--- src/rtl/iou_pkg.sv ---
// Shared IOU definitions: register byte addresses and CTRL/STATUS bit layout
// for the display data controller.
package iou_pkg;

   localparam logic [7:0] DISP_DATA_ADDR   = 8'h00;
   localparam logic [7:0] DISP_CTRL_ADDR   = 8'h04;
   localparam logic [7:0] DISP_STATUS_ADDR = 8'h08;

   localparam int CTRL_ENTRY_BIT  = 0;
   localparam int STATUS_DONE_BIT = 0;
   localparam int STATUS_CNT_LSB  = 4;
   localparam int STATUS_CNT_W    = 3;

   // Pack DONE flag and digit count into the STATUS read word.
   function automatic logic [31:0] status_word(input logic done, input logic [STATUS_CNT_W-1:0] cnt);
      status_word = '0;
      status_word[STATUS_DONE_BIT] = done;
      status_word[STATUS_CNT_LSB +: STATUS_CNT_W] = cnt;
   endfunction

endpackage

--- src/rtl/disp_data_ctrl_if.sv ---
// CPU I/O bus seen by the display data controller. The CPU side is the
// master; the register block is the slave and returns registered read data.
interface disp_data_ctrl_if;
   logic        io_we;
   logic        io_re;
   logic [7:0]  io_addr;
   logic [31:0] io_wdata;
   logic [31:0] io_rdata;

   modport master (output io_we, output io_re, output io_addr, output io_wdata, input io_rdata);
   modport slave  (input io_we, input io_re, input io_addr, input io_wdata, output io_rdata);
endinterface

--- src/rtl/disp_data_ctrl_debounce.sv ---
// btn_debounce: 2-FF synchroniser, down-counter debouncer and rising-edge
// press pulse. The debounced level follows the synchronised button only
// after it has differed from it for DB_CYCLES consecutive cycles; any return
// to the debounced level reloads the counter.
module btn_debounce #(
   parameter logic [19:0] DB_CYCLES = 20'd1000000
) (
   input  logic clk,
   input  logic rst,
   input  logic i_btn,
   output logic o_press
);

   localparam logic [19:0] LP_RELOAD = DB_CYCLES - 20'd1;

   logic        r_sync1;
   logic        r_sync2;
   logic        r_level;
   logic        r_press;
   logic [19:0] r_cnt;

   // Synchronise, count the stable interval and emit a one-cycle press pulse.
   always_ff @(posedge clk or posedge rst) begin
      if (rst) begin
         r_sync1 <= 1'b0;
         r_sync2 <= 1'b0;
         r_level <= 1'b0;
         r_press <= 1'b0;
         r_cnt   <= LP_RELOAD;
      end else begin
         r_sync1 <= i_btn;
         r_sync2 <= r_sync1;
         r_press <= 1'b0;
         if (r_sync2 == r_level) begin
            r_cnt <= LP_RELOAD;
         end else if (r_cnt == 20'd0) begin
            r_level <= r_sync2;
            r_press <= r_sync2;
            r_cnt   <= LP_RELOAD;
         end else begin
            r_cnt <= r_cnt - 20'd1;
         end
      end
   end

   assign o_press = r_press;

endmodule

--- src/rtl/disp_data_ctrl.sv ---
// disp_data_ctrl: memory-mapped source of the 32-bit word on the 7-segment
// scanner. DATA is bus read/write; with DISP_ENTRY_EN defined, a debounced
// button shifts switch digits into DATA while CTRL.ENTRY is set, and STATUS
// reports the digit count and an 8-digit DONE flag (cleared by reading it).
// Without DISP_ENTRY_EN, sw/btn are ignored and CTRL/STATUS read as zero.
module disp_data_ctrl
   import iou_pkg::*;
#(
   parameter logic [19:0] DB_CYCLES = 20'd1000000,
   parameter logic [31:0] RESET_VAL = 32'h0000_0000
) (
   input  logic              clk,
   input  logic              rst,
   disp_data_ctrl_if.slave   bus,
   input  logic [3:0]        sw,
   input  logic              btn,
   output logic [31:0]       disp_data
);

   logic        w_wr_data;
   logic        w_wr_ctrl;
   logic        w_rd_status;
   logic        w_shift;
   logic [31:0] w_ctrl_val;
   logic [31:0] w_status_val;
   logic [31:0] w_rd_val;
   logic [31:0] r_data;
   logic [31:0] r_rdata;

   assign w_wr_data   = bus.io_we && (bus.io_addr == DISP_DATA_ADDR);
   assign w_wr_ctrl   = bus.io_we && (bus.io_addr == DISP_CTRL_ADDR);
   assign w_rd_status = bus.io_re && (bus.io_addr == DISP_STATUS_ADDR);

`ifdef DISP_ENTRY_EN
   logic                    w_press;
   logic                    r_entry;
   logic                    r_done;
   logic [STATUS_CNT_W-1:0] r_count;

   btn_debounce #(.DB_CYCLES(DB_CYCLES)) u_debounce (
      .clk     (clk),
      .rst     (rst),
      .i_btn   (btn),
      .o_press (w_press)
   );

   assign w_shift      = w_press && r_entry;
   assign w_ctrl_val   = 32'(r_entry) << CTRL_ENTRY_BIT;
   assign w_status_val = status_word(r_done, r_count);

   // Entry control: CTRL write restarts the digit count; a colliding DATA
   // write discards the shift and clears the count; the 8th digit sets DONE.
   always_ff @(posedge clk or posedge rst) begin
      if (rst) begin
         r_entry <= 1'b0;
         r_done  <= 1'b0;
         r_count <= '0;
      end else begin
         if (w_wr_ctrl) begin
            r_entry <= bus.io_wdata[CTRL_ENTRY_BIT];
            r_count <= '0;
         end else if (w_shift) begin
            r_count <= w_wr_data ? '0 : r_count + 1'b1;
         end
         if (w_shift && !w_wr_data && !w_wr_ctrl && (r_count == 3'd7)) begin
            r_done <= 1'b1;
         end else if (w_rd_status) begin
            r_done <= 1'b0;
         end
      end
   end
`else
   logic w_unused;

   assign w_shift      = 1'b0;
   assign w_ctrl_val   = '0;
   assign w_status_val = '0;
   assign w_unused     = ^{sw, btn, w_wr_ctrl, w_rd_status, DB_CYCLES};
`endif

   // Read mux over the pre-write register values.
   always_comb begin
      w_rd_val = '0;
      case (bus.io_addr)
         DISP_DATA_ADDR:   w_rd_val = r_data;
         DISP_CTRL_ADDR:   w_rd_val = w_ctrl_val;
         DISP_STATUS_ADDR: w_rd_val = w_status_val;
         default:          w_rd_val = '0;
      endcase
   end

   // DATA register (bus write beats a digit shift) and registered read data.
   always_ff @(posedge clk or posedge rst) begin
      if (rst) begin
         r_data  <= RESET_VAL;
         r_rdata <= '0;
      end else begin
         if (w_wr_data) begin
            r_data <= bus.io_wdata;
         end else if (w_shift) begin
            r_data <= {r_data[27:0], sw};
         end
         if (bus.io_re) begin
            r_rdata <= w_rd_val;
         end
      end
   end

   assign bus.io_rdata = r_rdata;
   assign disp_data    = r_data;

endmodule

--- src/flat_wrapper.sv ---
// flat-port wrapper written by rule: the top's interface ports become plain ports
module disp_data_ctrl_flat import iou_pkg::*;
#(
   parameter logic [19:0] DB_CYCLES = 20'd1000000,
   parameter logic [31:0] RESET_VAL = 32'h0000_0000
)
  (clk, rst, sw, btn, disp_data, bus_io_we, bus_io_re, bus_io_addr, bus_io_wdata, bus_io_rdata);
  disp_data_ctrl_if bus_i ();
  input  logic clk;
  input  logic rst;
  input  logic [3:0] sw;
  input  logic btn;
  output logic [31:0] disp_data;
  input wire logic [$bits(bus_i.io_we)-1:0] bus_io_we;
  input wire logic [$bits(bus_i.io_re)-1:0] bus_io_re;
  input wire logic [$bits(bus_i.io_addr)-1:0] bus_io_addr;
  input wire logic [$bits(bus_i.io_wdata)-1:0] bus_io_wdata;
  output wire logic [$bits(bus_i.io_rdata)-1:0] bus_io_rdata;
  assign bus_i.io_we = bus_io_we;
  assign bus_i.io_re = bus_io_re;
  assign bus_i.io_addr = bus_io_addr;
  assign bus_i.io_wdata = bus_io_wdata;
  assign bus_io_rdata = bus_i.io_rdata;
  disp_data_ctrl #(.DB_CYCLES(DB_CYCLES), .RESET_VAL(RESET_VAL)) u_core (.clk(clk), .rst(rst), .bus(bus_i), .sw(sw), .btn(btn), .disp_data(disp_data));
endmodule
--- config.mk ---
export PLATFORM = sky130hd
export DESIGN_NAME = disp_data_ctrl_flat
export DESIGN_NICKNAME = d
export VERILOG_FILES = /design/src/rtl/iou_pkg.sv /design/src/rtl/disp_data_ctrl_if.sv /design/src/rtl/disp_data_ctrl_debounce.sv /design/src/rtl/disp_data_ctrl.sv /design/src/flat_wrapper.sv
export SDC_FILE = /design/constraint.sdc
export NUM_CORES = 1
export LEC_CHECK = 0
export CORE_MARGIN = 8
export CORE_UTILIZATION = 44
export CTS_BUF_LIST = sky130_fd_sc_hd__clkbuf_2 sky130_fd_sc_hd__clkbuf_4 sky130_fd_sc_hd__clkbuf_8
export CTS_CLUSTER_DIAMETER = 80
export DETAILED_ROUTE_END_ITERATION = 7
export PLACE_DENSITY = 0.83
export SLEW_MARGIN = 20
export SYNTH_ARGS = -nofsm -noshare
export SYNTH_HDL_FRONTEND = slang
export SYNTH_SLANG_ARGS = --single-unit
--- constraint.sdc ---
create_clock -name clk -period 2.5 [get_ports clk]
set_clock_uncertainty 0.1 [all_clocks]
set_input_delay 0.5 -clock clk [delete_from_list [all_inputs] [get_ports clk]]
set_output_delay 0.5 -clock clk [all_outputs]
set_load 0.02 [all_outputs]
==> flow_metrics.tcl <==
set metrics [dict create \
    numCtsBuffers 9 \
    synth.yosys.seq_area_share 0.609 \
    placement_rows 28 \
    finalWeightedCongestion 0.719 \
    cp.arrival_ns 1.33 \
    worstPathBufferInverterCount 1 \
    drt-pass1-iter-count 4 \
    setup_total_neg_slack_ns 0 \
    final_cell_mix "106 x sky130_fd_sc_hd__clkdlybuf4s50_1, 64 x sky130_fd_sc_hd__dfrtp_1, 33 x sky130_fd_sc_hd__nand2_1" \
    vias 1905 \
    ir_worst_vdd_uv 427 \
    holdCritPathClass "reg -> reg" \
    timing.critical_path.max_delay_family "buffers and inverters" \
    buffer_ports.inserted 107 \
    totalWireLength_mm 6.60 \
    hpwl_mm 4.86 \
    number_of_library_cell_types_mapped_by_synthesis 11 \
    synthesis.area_um2 2630 \
    wl_per_cell_um 16.6 \
    critical_path_class "reg -> out" \
    timing.final.hold_violations 0 \
    first_global_vias 2013 \
    grt.overflow.total 0 \
    area_grow_syn2layout_pct 50.3 \
    vias_per_cell 4.79 \
    power.total_w 0.00208 \
    netSwitchingFraction 0.226 \
    netSwitchingPower_w 0.000470 \
    timing.critical_path.slowest_stage_cell "sky130_fd_sc_hd__clkdlybuf4s50_1" \
    starting_density_of_the_core 0.449 \
    worstRegToRegCells 1 \
    cells_after_synthesis 210 \
    cts_hold_buffers 0 \
    pwr_density_cell_nw_per_um2 526 \
    preCtsSetupSlack_ns 0.276 \
    cts.htree.levels 3 \
    setup_ws_ns 0.569 \
    final_antenna_net_count 0 \
    p_int_w 0.00161 \
    floorplan.die_area_um2 8700 \
    cts_resized 0 \
    run_status "complete, no violations" \
    levels_on_crit_path 1 \
    detail_route.drc_violations 0 \
    postSynthRegisterBits 64 \
    final-max-slew-violation-count 0 \
    critical-path-max-stage-delay_ns 0.63 \
    tritoncts "built" \
    timing.fmax_ghz 0.518 \
    ys_warn_count 0 \
    layout_commonest_cell "sky130_fd_sc_hd__clkdlybuf4s50_1" \
    worst_setup_path_end_kind "output port" \
    antenna_found_initial 0 \
    global_route.usage.total 0.152 \
    maxSlewHeadroom 0.657 \
    critical_path.cell_chain "clkdlybuf4s50_1" \
    path_max_fanout 3 \
    final_net_count 370 \
    tightestPinTransition_ns 0.514 \
    grt_first_pass_wirelength_mm 10.3 \
    cts.path.max_buffers 2 \
    post-cts-setup-buffers 0 \
    post-route-min-period_ns 1.93 \
    grt_max_degree 65 \
    postSynthNetCount 259 \
    place_area_um2 3790 \
    root_buffer "sky130_fd_sc_hd__clkbuf_8" \
    fin_crit_sh 0.773 \
    num_io_pins 113 \
    grt_setup_unrepaired "false" \
    final_layout_size_suffix_gt1_frac 0.173 \
    finalSetupViolCount 0 \
    avgSynthCellArea_um2 12.5 \
    floorplan_core_area_um2 5850 \
    hold_depth 2 \
    share_clk_of_total_power 0.363 \
    clock_latency_ns 0.31 \
    antenna_cells_inserted 0 \
    cts_sink_count 64 \
    die_width_um 93.3 \
    whs_ns 0.426 \
    setup.worst_path.start_class "flop" \
    cp.required_ns 1.90 \
    clkTransAtPathRegs_ns 0.07 \
    static-leakage-power_nw 1.75 \
    design_area_um2 3950 \
    max-cap-violations 0 \
    power.combinational.fraction 0.117 \
    dr.first_iter.drc_count 41 \
    die_h_um 93.3 \
    seq_power_share 0.520 \
]
[sequential cells by signal (all words and copies together) (netlist names)]
name	cells
u_core.bus.io_rdata	32
u_core.disp_data	32
[per-stage QoR]
stage	utilization	cells
3_5_place_dp	0.647	385
3_3_place_gp	0.647	385
6_report	0.675	398
4_1_cts	0.675	398
2_1_floorplan	-	210
5_1_grt	0.675	398
[cell families after synthesis]
family                 count (synthesis)  share of synthesized area
AOI/OAI and AO/OA                     32                     0.0762
buffers and inverters                 46                     0.0742
DFF                                   64                      0.609
muxes                                 32                      0.180
and+or+nand+nor                       36                     0.0604
[cells in the mapped netlist]
cell type | instances | share of area
sky130_fd_sc_hd__dfrtp_1 | 64 | 0.61
sky130_fd_sc_hd__inv_1 | 33 | 0.047
sky130_fd_sc_hd__nand2_1 | 33 | 0.047
sky130_fd_sc_hd__o22ai_1 | 32 | 0.076
sky130_fd_sc_hd__mux2_4 | 30 | 0.17
sky130_fd_sc_hd__clkbuf_1 | 9 | 0.013
sky130_fd_sc_hd__buf_6 | 3 | 0.013
sky130_fd_sc_hd__mux2_2 | 2 | 0.0086
sky130_fd_sc_hd__nor4_2 | 2 | 0.0095
sky130_fd_sc_hd__buf_1 | 1 | 0.0014
sky130_fd_sc_hd__nand3_2 | 1 | 0.0038
[area by class of cell]
class,count,area [um2]
clock buffer,12,159
sequential,64,1600
fill,442,1900
multi-input combinational,100,832
clock inverter,1,5.00
inverter,33,124
tap,75,93.8
timing repair buffer,113,1140
[routing by layer]
metal | vias up | GRT usage | share of wire
li1 | 916 | - | -
met2 | 60 | 0.270 | 0.52
met5 | - | 0 | 0
met4 | 0 | 0.0564 | 0.0083
met3 | 7 | 0.0489 | 0.075
met1 | 922 | 0.164 | 0.40
[final timing paths]
check / start / endpoint / slack [ns]
setup / recovery: u_core.disp_data[2] / disp_data[2] / 0.57
max in group asynchronous: rst / u_core.disp_data[27] / 1.55
min in group asynchronous: rst / u_core.bus.io_rdata[5] / 0.48
hold reg to reg: u_core.bus.io_rdata[2] / u_core.bus.io_rdata[2] / 0.43
hold / removal: u_core.bus.io_rdata[2] / u_core.bus.io_rdata[2] / 0.43
setup reg to reg: u_core.disp_data[30] / u_core.disp_data[30] / 1.61
[power by group through the flow]
stage	sequential, W	clock [W]	combinational (W)
final	0.00108	0.000756	0.000242
after global placement	0.00110	0	0.000241
after CTS	0.00108	0.000779	0.000247
after detailed placement	0.00110	0	0.000246
after floorplan	0.00113	0	0.0000733
after global routing	0.00108	0.000825	0.000258
Power figures use the tool's default switching activity.
